===== src/rtl/bcd_score_counter.sv =====
// Multi-digit BCD score counter with session high score and new-best flag.
// Ports: Clock, Reset (async, active-high), game_over, inc -> score_bcd, high_bcd, rollover, saturated, new_best.
module bcd_score_counter #(
    parameter int DIGITS   = 3,
    parameter bit SATURATE = 1'b1
) (
    input  logic                  Clock,
    input  logic                  Reset,
    input  logic                  game_over,
    input  logic                  inc,
    output logic [4*DIGITS-1:0]   score_bcd,
    output logic [4*DIGITS-1:0]   high_bcd,
    output logic                  rollover,
    output logic                  saturated,
    output logic                  new_best
);

    function automatic logic is_nines(input logic [4*DIGITS-1:0] v);
        logic r;
        r = 1'b1;
        for (int k = 0; k < DIGITS; k++) begin
            r = r & (v[4*k +: 4] == 4'd9);
        end
        return r;
    endfunction

    logic [4*DIGITS-1:0] inc_val;
    logic [4*DIGITS-1:0] score_d;
    logic                all_nines;
    logic                rollover_d;
    logic                sat_d;
    logic                hi_upd;

    // Ripple carry: a scalar carry walks up the digits so the whole
    // chain resolves combinationally within one cycle.
    always_comb begin
        logic c;
        c       = 1'b1;
        inc_val = '0;
        for (int k = 0; k < DIGITS; k++) begin
            if (!c) begin
                inc_val[4*k +: 4] = score_bcd[4*k +: 4];
            end else if (score_bcd[4*k +: 4] == 4'd9) begin
                inc_val[4*k +: 4] = 4'd0;
            end else begin
                inc_val[4*k +: 4] = score_bcd[4*k +: 4] + 4'd1;
            end
            c = c & (score_bcd[4*k +: 4] == 4'd9);
        end
        all_nines = c;
    end

    always_comb begin
        score_d    = score_bcd;
        rollover_d = 1'b0;
        if (game_over) begin
            score_d = '0;
        end else if (inc) begin
            if (!all_nines) begin
                score_d = inc_val;
            end else if (!SATURATE) begin
                score_d    = '0;
                rollover_d = 1'b1;
            end
        end
    end

    // Saturation is a level tied to the score sitting at all-nines; it
    // rises on the edge the score first lands there and clears with it.
    assign sat_d  = SATURATE && is_nines(score_d);

    // Packed BCD with valid nibbles orders exactly like its decimal value.
    assign hi_upd = score_bcd > high_bcd;

    always_ff @(posedge Clock or posedge Reset) begin
        if (Reset) begin
            score_bcd <= '0;
            high_bcd  <= '0;
            rollover  <= 1'b0;
            saturated <= 1'b0;
            new_best  <= 1'b0;
        end else begin
            score_bcd <= score_d;
            rollover  <= rollover_d;
            saturated <= sat_d;
            if (hi_upd) begin
                high_bcd <= score_bcd;
            end
            if (game_over) begin
                new_best <= 1'b0;
            end else if (hi_upd) begin
                new_best <= 1'b1;
            end
        end
    end

endmodule


===== config.mk =====
export PLATFORM = sky130hd
export DESIGN_NAME = bcd_score_counter
export DESIGN_NICKNAME = d
export VERILOG_FILES = /design/src/rtl/bcd_score_counter.sv
export SDC_FILE = /design/constraint.sdc
export NUM_CORES = 1
export LEC_CHECK = 0
export BUFFER_PORTS_ARGS = -buffer_cell sky130_fd_sc_hd__buf_2
export CORE_ASPECT_RATIO = 1.1
export CORE_MARGIN = 8
export CORE_UTILIZATION = 55
export CTS_CLUSTER_DIAMETER = 50
export DETAILED_ROUTE_END_ITERATION = 8
export HOLD_SLACK_MARGIN = 0.08
export PLACE_DENSITY_LB_ADDON = 0.25
export RECOVER_POWER = 50
export SLEW_MARGIN = 20
export SYNTH_ARGS = -nofsm -noshare
export SYNTH_HDL_FRONTEND = slang
export SYNTH_SLANG_ARGS = --single-unit

===== constraint.sdc =====
create_clock -name Clock -period 2.35 [get_ports Clock]
set_input_delay 0.235 -clock Clock [delete_from_list [all_inputs] [get_ports Clock]]
set_output_delay 0.235 -clock Clock [all_outputs]
set_load 0.03 [all_outputs]

* Word-level counts from Yosys, hierarchy flattened
Index checks and enable logic that the tools add are counted.
** Word-level totals
- Logic and storage cells :: 29
- Register bits :: 26
- Output and inout bits :: 27
** Cells by class
- Reduce and logical (&&, ||, !) cells :: 1
- Bitwise logic cells :: 4
- Order comparisons :: 1
- Add/subtract/negate cells :: 3
- Mux-type cells :: 10
- Equality and inequality tests :: 6
** Operator list (number)
- 12-bit 2-to-1 mux :: 3
- 4-bit == test (second input constant) :: 6
- 4-bit 2-to-1 mux :: 5
- 4-bit by 1-bit adder with 4-bit output (second input constant) :: 3
- 12-bit > comparator :: 1
- 1-bit AND :: 4
- 1-bit 2-to-1 mux :: 2
- 2-bit nonzero test :: 1

* Depth between registers and ports, before layout
- Depth in word-level cells :: 9
- Gate-level depth with buffers :: 8
- Mapped depth without buffers :: 7

* Worst setup path before layout
No wires, ideal clock.
- Path type :: register to register
- Start point :: register high_bcd[1]
- End point :: register high_bcd[0]
- Path slack :: 98 ps
- Period minus slack after synthesis :: 2252 ps
- Data arrival time :: 2128 ps
- Stages on the path, launching flop included :: 9
- Library setup time :: 125 ps
- Cell sequence :: dfrtp_1 > inv_1 > ha_1 > nor2b_1 > o211ai_1 > a21oi_1 > o31ai_2 > buf_4 > mux2_2
** On the way
- Cells in the longest elaborated chain, start to end :: 1
** Ends and longest elaborated chain
- start, declared :: RTL line 12 : output logic [4*DIGITS-1:0] high_bcd,
- start signal, assigned :: RTL line 87 : high_bcd <= score_bcd;
- 12-bit > comparator :: RTL line 73 : assign hi_upd = score_bcd > high_bcd;
Every way passes these cells.
A chain may end at the register's enable or synchronous reset.

* Worst setup path after layout
- Start point :: register score_bcd[11]
- End point :: register high_bcd[8]
** On the way
- Cells in the longest elaborated chain, start to end :: 1
** Ends and longest elaborated chain
- start, declared :: RTL line 11 : output logic [4*DIGITS-1:0] score_bcd,
- start signal, assigned :: RTL line 83 : score_bcd <= score_d;
- 12-bit > comparator :: RTL line 73
Every way passes these cells.

==> flow_metrics.tcl <==
set metrics [dict create \
    leakagePower_nw 0.929 \
    avgSynthCellArea_um2 10.6 \
    vias 1323 \
    n_fill_cell 251 \
    postPlaceCellArea_um2 1870 \
    fmax_ghz 0.456 \
    postCtsResizedCells 0 \
    diodes 0 \
    grt_overflow_total 0 \
    async_flop_share 1.00 \
    arrival_ps 2420 \
    wl_mm 3.80 \
    core_um2 2970 \
    fp.dieW_um 68.3 \
    final_hold_viol_count 0 \
    fin_cells 226 \
    root_buffer "clkbuf_4" \
    wl_per_cell_um 16.8 \
    cts.clk_slew.worst_paths_ps 150 \
    grt_use_total 0.165 \
    skew_ps 7.54 \
    holdCritPathClass "in2reg" \
    pwr_density_cell_nw_per_um2 648 \
    io_pins 31 \
    port_buffers 29 \
    viasPerCell 5.85 \
    setup_tns_ps 0 \
    numCtsBuffers 3 \
    seq_area_frac_synth 0.392 \
    antenna_found_initial 0 \
    setup_viol 0 \
    final_nets 215 \
    synth_seq_cells 26 \
    period_minus_slack_ps 2190 \
    fin_hold_ws_ps 287 \
    synth_fp_nets 179 \
    gp_congestion 0.844 \
    syn_area_um2 1660 \
    critical_path_class "reg2reg" \
    rsz0062_at_grt "false" \
    postCtsSetupBuffers 0 \
    drv_cap 0 \
    finalCritPeriodShare 0.932 \
    layout-drive-gt1-share 0.224 \
    p_sw_uw 395 \
    grt_pass1_vias 1390 \
    syn2layout_area_growth_pct 15.4 \
    seq_power_share 0.399 \
    first_iter_violations 75 \
    ys.flop_type "dfrtp_1" \
    tightest_slew_ps 1380 \
    slew_headroom 0.0833 \
    p_int_uw 844 \
    synth-edff-count 0 \
    fin_area_um2 1910 \
    cts_tree "built" \
    die_h_um 73.6 \
    row_count 21 \
    start_kind "register" \
    p_clk_frac 0.250 \
    yosysWarnings 0 \
    grt_pass1_wl_mm 6.59 \
    dp_hpwl_mm 2.98 \
    status "complete, no violations" \
    yosys.cell_types.count 40 \
    antenna_left 0 \
    start_util 0.558 \
    clkSinkCount 26 \
    placed_cells 221 \
    crit_required_ps 2580 \
    final_cell_mix "26 x dfrtp_1, 21 x inv_1, 18 x ha_1" \
    dr.pass1.iters 4 \
    clock_latency_ps 330 \
    netSwitchingFraction 0.319 \
    cts_max_path_buffers 2 \
    synthCells 157 \
    critPathMaxFanout 13 \
    final_common_cell "dfrtp_1" \
    vdd_drop_max_uv 757 \
    drcViolationCount 0 \
    endpoint_kind "register" \
    comb_power_share 0.350 \
    dieArea_um2 5030 \
    grt_start_max_net_pins 27 \
    htree_levels 1 \
    slew_violations 0 \
]
==> final cells by class <==
type,instances,area [um2],area share
Tap cell,34,42.5,0.0222
Clock buffer,3,22.5,0.0118
Multi-Input combinational cell,106,903,0.472
Clock inverter,1,30.0,0.0157
Timing Repair Buffer,35,185,0.0968
Sequential cell,26,651,0.340
Inverter,21,78.8,0.0412
==> cells in the mapped netlist (2+ instances only) <==
cell type,number,area share
nor2_1,6,0.014
nand3b_1,2,0.0091
inv_1,21,0.048
dfrtp_1,26,0.39
o211ai_1,2,0.0091
ha_1,18,0.14
buf_4,2,0.0091
nor3b_1,4,0.018
o21ai_0,4,0.012
mux2i_1,6,0.036
nand2_1,4,0.0091
a211oi_1,2,0.0091
nor3_1,2,0.0060
mux2_2,9,0.061
nand4_1,5,0.019
a21oi_1,15,0.045
nand3_1,4,0.012
nor2b_1,3,0.011
==> cell families (layout without fill, tap and decap cells) <==
logic type	after synthesis	in the layout	share of synthesized area
AND/OR/NAND/NOR	39	39	0.166
AO/OA/AOI/OAI	31	31	0.133
flip-flops	26	26	0.392
buffers and inverters	25	60	0.0626
adder cells (fa/ha/maj)	18	18	0.136
multiplexers	15	15	0.0974
XOR/XNOR	2	2	0.0106
other	1	1	0.00226
==> final timing paths <==
| check | cells past startpoint | from | end | slack, ps |
|---|---|---|---|---|
| worst max register to register | 6 | score_bcd[11] | high_bcd[8] | 160 |
| min in group asynchronous | 4 | Reset | score_bcd[7] | 890 |
| max in group asynchronous | 4 | Reset | score_bcd[3] | 660 |
| worst min register to register | 2 | new_best | new_best | 550 |
| worst max-delay path | 6 | score_bcd[11] | high_bcd[8] | 160 |
| worst min-delay path | 2 | game_over | score_bcd[10] | 290 |
==> critical path, cell delays in order, from the launching register on <==
cell	delay, ps
dfrtp_1	470
ha_1	360
a21oi_1	180
o21ai_0	160
o31ai_2	360
buf_12	200
mux2_2	360
==> sequential cells by signal (all words and copies together), names as in the netlist <==
signal / flops
new_best: 1
score_bcd: 12
high_bcd: 12
saturated: 1
==> power by group through the flow <==
stage / clock, mW / sequential, mW / combinational (mW)
after CTS: 0.316 / 0.494 / 0.443
after detailed placement: 0 / 0.503 / 0.439
after floorplan: 0 / 0.557 / 0.257
after global routing: 0.331 / 0.500 / 0.471
final: 0.310 / 0.495 / 0.434
after global placement: 0 / 0.500 / 0.434
==> stage by stage <==
step	total power, mW	setup slack (ps)	util
2_1_floorplan	0.815	97.6	-
3_3_place_gp	0.934	281	0.630
3_5_place_dp	0.942	215	0.630
4_1_cts	1.25	186	0.651
5_1_grt	1.30	102	0.644
6_report	1.24	159	0.644
==> metal layers <==
| layer | up-vias | GRT usage | wire length (um) |
|---|---|---|---|
| met5 | - | 0 | 0 |
| met4 | 0 | 0.0615 | 81 |
| met3 | 8 | 0.0198 | 147 |
| met2 | 28 | 0.282 | 2000 |
| met1 | 650 | 0.205 | 1570 |
| li1 | 637 | - | - |
==> repair_timing <==
item / in CTS / in global routing
setup endpoints to repair: 0 / 0
endpoints found under the hold margin: 26 / 0
hold buffers: 1 / 0
No activity file was read; power rests on OpenSTA's default activity.
